==> src/rtl/sram_bus_arbiter.sv <==
// sram_bus_arbiter: shares one sram-like bus between instruction fetch and the load/store path,
// one outstanding transaction at a time, data-first with a fetch starvation guard.
module sram_bus_arbiter #(
    parameter int STARVE_LIMIT = 4
) (
    input  logic        clk,
    input  logic        rst,
    input  logic        inst_req,
    input  logic [31:0] inst_addr,
    output logic        inst_addr_ok,
    output logic        inst_data_ok,
    output logic [31:0] inst_rdata,
    input  logic        data_req,
    input  logic        data_wr,
    input  logic [1:0]  data_size,
    input  logic [31:0] data_addr,
    input  logic [31:0] data_wdata,
    output logic        data_addr_ok,
    output logic        data_data_ok,
    output logic [31:0] data_rdata,
    output logic        bus_req,
    output logic        bus_wr,
    output logic [1:0]  bus_size,
    output logic [31:0] bus_addr,
    output logic [31:0] bus_wdata,
    input  logic        bus_addr_ok,
    input  logic        bus_data_ok,
    input  logic [31:0] bus_rdata
);
    typedef enum logic [1:0] {IDLE, INST_WAIT, DATA_WAIT} state_t;

    state_t     state, state_nx;
    logic       lock_valid, lock_owner;
    logic [2:0] starve_cnt;
    logic       gnt_any, gnt_data, issue, accept, resp, starved;

    // Outputs are gated by rst so they read 0 the moment reset asserts.
    always_comb begin
        starved      = inst_req && starve_cnt == 3'(STARVE_LIMIT);
        gnt_any      = lock_valid || data_req || inst_req;
        gnt_data     = lock_valid ? lock_owner : data_req && !starved;
        issue        = rst && state == IDLE && gnt_any;
        accept       = issue && bus_addr_ok;
        resp         = rst && state != IDLE && bus_data_ok;
        bus_req      = issue;
        bus_wr       = issue && gnt_data && data_wr;
        bus_size     = !issue ? 2'd0 : gnt_data ? data_size : 2'd2;
        bus_addr     = !issue ? 32'd0 : gnt_data ? data_addr : inst_addr;
        bus_wdata    = issue && gnt_data ? data_wdata : 32'd0;
        inst_addr_ok = accept && !gnt_data;
        data_addr_ok = accept && gnt_data;
        inst_data_ok = resp && state == INST_WAIT;
        data_data_ok = resp && state == DATA_WAIT;
        inst_rdata   = inst_data_ok ? bus_rdata : 32'd0;
        data_rdata   = data_data_ok ? bus_rdata : 32'd0;
        state_nx     = state;
        if (accept)
            state_nx = gnt_data ? DATA_WAIT : INST_WAIT;
        else if (resp)
            state_nx = IDLE;
    end

    always_ff @(posedge clk or negedge rst) begin
        if (!rst)
            state <= IDLE;
        else
            state <= state_nx;
    end

    always_ff @(posedge clk or negedge rst) begin
        if (!rst) begin
            lock_valid <= 1'b0;
            lock_owner <= 1'b0;
            starve_cnt <= 3'd0;
        end else if (accept) begin
            lock_valid <= 1'b0;
            if (gnt_data && inst_req)
                starve_cnt <= starve_cnt == 3'(STARVE_LIMIT) ? starve_cnt : starve_cnt + 3'd1;
            else
                starve_cnt <= 3'd0;
        end else if (issue) begin
            lock_valid <= 1'b1;
            lock_owner <= gnt_data;
        end
    end

    // A locked requester must keep its request up until the bus accepts it.
    req_held_while_locked: assert property (@(posedge clk) disable iff (!rst)
        (state == IDLE && lock_valid) |-> (lock_owner ? data_req : inst_req));
endmodule

==> config.mk <==
export PLATFORM = sky130hd
export DESIGN_NAME = sram_bus_arbiter
export DESIGN_NICKNAME = d
export VERILOG_FILES = /design/src/rtl/sram_bus_arbiter.sv
export SDC_FILE = /design/constraint.sdc
export NUM_CORES = 1
export LEC_CHECK = 0
export CORE_AREA = 2 2 106 108
export CTS_BUF_LIST = sky130_fd_sc_hd__clkbuf_16
export CTS_CLUSTER_SIZE = 40
export DETAILED_ROUTE_END_ITERATION = 6
export DIE_AREA = 0 0 108 110
export SYNTH_ARGS = -nofsm -noshare
export SYNTH_HDL_FRONTEND = slang
export SYNTH_SLANG_ARGS = --single-unit
==> constraint.sdc <==
create_clock -name clk -period 1.7 [get_ports clk]
set_input_delay 0.34 -clock clk [delete_from_list [all_inputs] [get_ports clk]]
set_output_delay 0.34 -clock clk [all_outputs]
set_load 0.01 [all_outputs]
# [Yosys cells after proc, flatten, opt, wreduce, memory -nomap -nowiden]
# Index checks and enable logic that the tools add are counted.
[totals] reg_bits=7 in_bits=137 out_inout_bits=136 elab_cells=49
[op_classes] addsub=1 n_eq_ne=4 muxes=15 n_bitwise=1 n_reduce_logical=24
[ops] op="two-way mux 32 bit" n=5
[ops] op="logical AND 1 bit" n=14
[ops] op="two-way mux 2 bit" n=5
[ops] op="two-way mux 3 bit" n=2
[ops] op="nonzero test 2 bit" n=3
[ops] op="AND reduction 2 bit" n=2
[ops] op="adder 3 x 1 -> 3 bit, second input constant" n=1
[ops] op="== test 3 bit, second input constant" n=1
[ops] op="two-way mux 1 bit" n=3
[ops] op="== test 2 x 1 -> 1 bit, second input constant" n=1
[ops] op="== test 2 bit, second input constant" n=1
[ops] op="zero test 1 bit" n=2
[ops] op="zero test 2 bit" n=1
[ops] op="logical OR 1 bit" n=2
[ops] op="inequality test 2 bit, second input constant" n=1
[ops] op="inverter 1 bit" n=1

# [Logic depth before layout (Yosys ltp)]
[depth] word_depth=8 mapped_depth=8 depth_no_buf=6

# [Worst setup path after synthesis]
# Ideal clock, no wire load.
[synth_path] path_type="register -> output" startpoint="reg starve_cnt[0]" endpoint="out bus_addr[13]" arrival_ps=1614 t_required_ps=1360 path_slack_ps=-254 path_stages_with_launch=9 n_path_buf=2 cell_sequence="dfrtp_1 inv_1 ha_1 and3_1 o21ai_2 buf_2 buf_2 nand2_1 a21oi_1"
[synth_via] elab_chain_cells=7
[synth_rtl] element="start, declared" line_no="34" rtl="logic [2:0] starve_cnt;"
[synth_rtl] element="start signal, assigned" line_no="78" rtl="starve_cnt <= starve_cnt == 3'(STARVE_LIMIT) ? starve_cnt : starve_cnt + 3'd1;"
[synth_rtl] element="== test 3 bit" line_no="39" rtl="starved = inst_req && starve_cnt == 3'(STARVE_LIMIT);"
[synth_rtl] element="logical AND 1 bit" line_no="39"
[synth_rtl] element="zero test 1 bit" line_no="41" rtl="gnt_data = lock_valid ? lock_owner : data_req && !starved;"
[synth_rtl] element="logical AND 1 bit" line_no="41"
[synth_rtl] element="two-way mux 1 bit" line_no="41"
[synth_rtl] element="two-way mux 32 bit (2 in series)" line_no="48" rtl="bus_addr = !issue ? 32'd0 : gnt_data ? data_addr : inst_addr;"
[synth_rtl] element="end, declared" line_no="24" rtl="output logic [31:0] bus_addr,"
# No other way between the ends.

# [Final worst setup path]
[layout_path] startpoint="reg starve_cnt[1]" endpoint="out bus_addr[2]"
# The elaborated chain is that of the path after synthesis.

==> results.py <==
metrics = {
    "clock_network": {
        "h-tree-depth": 1,
        "hold_buffers": 0,
        "worstSkewPairLatency_ns": 0.23,
        "numCtsBuffers": 3,
        "tritoncts": "yes",
        "cts_root_buf": "clkbuf_16",
        "cts.sinks": 7,
        "path_clk_slew_ns": 0.04,
        "clockBufferDepth": 2,
    },
    "sta": {
        "max_freq_mhz": 459.1,
        "period_share": 1.281,
        "finalCriticalPeriod_ns": 2.178,
        "rsz0062_at_grt": "true",
        "setup_viol": 137,
        "skew_ns": 0.001237,
        "worst_slack_ns": -0.4781,
        "maxSlewHeadroom": 0.7962,
        "slew_violations": 0,
        "finalHoldViolCount": 0,
        "worst_pin_slew_ns": 0.3054,
    },
    "setup_path": {
        "cp_cell_sequence": "inv_1, ha_2, and3_4, o21ai_4, buf_12, buf_12, buf_16, nand2_2, a21oi_2, buf_2",
        "worstPathMaxFanout": 6,
        "cp_data_required_time_ns": 1.36,
        "crit_path_end_kind": "primary output",
        "startpoint_type": "register",
        "cp_slowest_stage_delay_ns": 0.34,
        "reg2reg_depth": 8,
        "crit_slowest_cell": "dfrtp_1",
        "arrival_ns": 1.84,
        "worst_path_most_repeated_cell": "buf_12",
        "path_class": "register to primary output",
    },
    "global_route": {
        "grt_pass1_vias": 3376,
        "grt_remaining_overflow": 0,
        "grtUsageTotal": 0.2047,
        "grt_pass1_wl_um": 18620,
        "antenna_found_initial": 0,
        "grt_max_degree": 23,
    },
    "floorplanning": {
        "initial_core_util": 0.1460,
        "die_area_sq_mm": 0.01188,
        "rows": 38,
        "die_h_um": 110,
        "ios": 273,
        "core_sq_mm": 0.01070,
        "die_w_um": 108,
    },
    "final_layout": {
        "finalNetCount": 742,
        "diodes": 0,
        "final_layout_size_suffix_gt1_frac": 0.6030,
        "area_delta_synth_final_pct": 277.4,
        "layout_commonest_cell": "clkdlybuf4s50_1",
        "register_area_sq_um": 175.2,
        "layout_common_cells": "clkdlybuf4s50_1, buf_6, buf_2, and2_4, nand2_1",
        "multi_input_area_sq_mm": 0.001827,
        "fill_cells": 990,
    },
    "run_status": {
        "status": "complete, but fails checks",
        "violations": "negative setup slack",
    },
    "synthesis": {
        "synth_top_cell_by_area": "and2_1",
        "synth_seq_cells": 7,
        "ys.warnings.count": 0,
        "syn_nets": 407,
        "seq_area_frac_synth": 0.1122,
        "netlist_area_sq_mm": 0.001561,
        "synth.distinct_cells": 28,
        "synth_top_cell_area_share": 0.2604,
        "synth.avg_cell_area_sq_um": 5.826,
        "synthTopCellsByArea": "and2_1, nand2_1, and3_1",
        "syn_inst": 268,
    },
    "detailed_routing": {
        "drt-wirelength-per-cell_um": 18.71,
        "first_pass_iters": 4,
        "drtIter0Drc": 124,
        "antenna_left": 0,
        "drt_drc_violations_left": 0,
        "drt_wl_total_um": 13880,
        "vias": 3276,
        "avgViaCountPerCell": 4.415,
    },
    "placed_design": {
        "gp_congestion": 0.7754,
        "place_ws_ns": -0.9923,
        "port_buffers": 272,
        "hpwl_um": 8561,
    },
    "power_and_ir_drop": {
        "ir_drop_mv": 0.5584,
        "leakage_nw": 2.881,
        "powerDensity_mw_per_mm2": 1012,
        "total_power_w": 0.005962,
    },
    "hold_path": {
        "hp-class": "input port to async pin",
    },
    "run": {
        "cap_violations": 0,
    },
}
what timing repair did:
| action | in CTS | in global routing |
|---|---|---|
| gates resized for setup | 710 | 99 |
| endpoints found under the setup margin | 141 | 139 |
| endpoints found under the hold margin | 0 | 0 |
| cloned | 17 | 2 |
| setup buffers | 41 | 7 |
| pin swaps | 49 | 26 |
metrics by stage:
step / utilization / hold WS [ns] / std cells / setup TNS [ns] / area, sq um
after floorplan: - / 0.04441 / 268 / -0.6112 / 1753
after global placement: 0.4480 / 0.4941 / 684 / -119.12 / 4792
after detailed placement: 0.4480 / 0.5262 / 684 / -123.72 / 4792
after CTS: 0.5277 / 0.1178 / 744 / -45.80 / 5645
after global routing: 0.5509 / 0.1275 / 742 / -49.31 / 5893
final: 0.5509 / 0.1224 / 742 / -40.71 / 5893
Yosys cell counts (all sizes together):
cell type / n
a21oi: 32
dfrtp: 7
ha: 2
o21ai: 7
or3b: 1
o31ai: 1
and3: 35
inv: 7
nand3: 1
and2: 65
nand4: 1
o311ai: 1
o22ai: 1
buf: 12
o21a: 1
o2111ai: 1
clkbuf: 11
nand2b: 1
or3: 1
nor2: 4
nor3b: 3
nand2: 73
area by class of cell:
| class | instances | share of cell area |
|---|---|---|
| Clock buffer | 3 | 0.01274 |
| Clock inverter | 1 | 0.0006369 |
| Inverter | 7 | 0.007219 |
| Multi-Input combinational cell | 231 | 0.3100 |
| Sequential cell | 7 | 0.02972 |
| Tap cell | 140 | 0.02972 |
| Timing Repair Buffer | 350 | 0.6051 |
| Timing Repair inverter | 3 | 0.004883 |
critical path: cells and delay by family, from the launching register on:
kind	cells	cell delay [ns]
compound gates	2	0.28
fa+ha+maj	1	0.18
buf+inv	5	0.58
flops	1	0.34
simple gates	2	0.22
registers in the layout, summed over array words and instances, names as in the netlist:
signal      count
lock_owner      1
state           2
starve_cnt      3
lock_valid      1
power breakdown:
part	total (W)	internal, W	switching [W]
sequential	0.000304	0.000239	0.0000649
clock	0.000398	0.000306	0.0000921
combinational	0.00526	0.00286	0.00240
routing by layer:
layer	global-route usage	vias up	routed length [um]
met5	0	-	0
met4	0.04121	0	383
met3	0.03939	24	1099
met2	0.4200	182	7634
met1	0.2139	1517	4765
li1	-	1553	-
kinds of logic (layout without fill, tap and decap cells):
family / count (synthesis) / after routing / share of synthesized area
flops: 7 / 7 / 0.1122
compound gates: 44 / 44 / 0.1611
simple gates: 185 / 185 / 0.6314
buf+inv: 30 / 364 / 0.07932
fa+ha+maj: 2 / 2 / 0.01602
worst paths after layout:
path,slack [ns],start,endpoint
max reg2reg,-0.11,starve_cnt[1],starve_cnt[2]
max,-0.48,starve_cnt[1],bus_addr[2]
min in group clk,0.55,lock_owner,lock_owner
max in group asynchronous,1.43,rst,starve_cnt[1]
min reg2reg,0.55,lock_owner,lock_owner
min,0.12,rst,state[1]
Power figures use the tool's default switching activity.
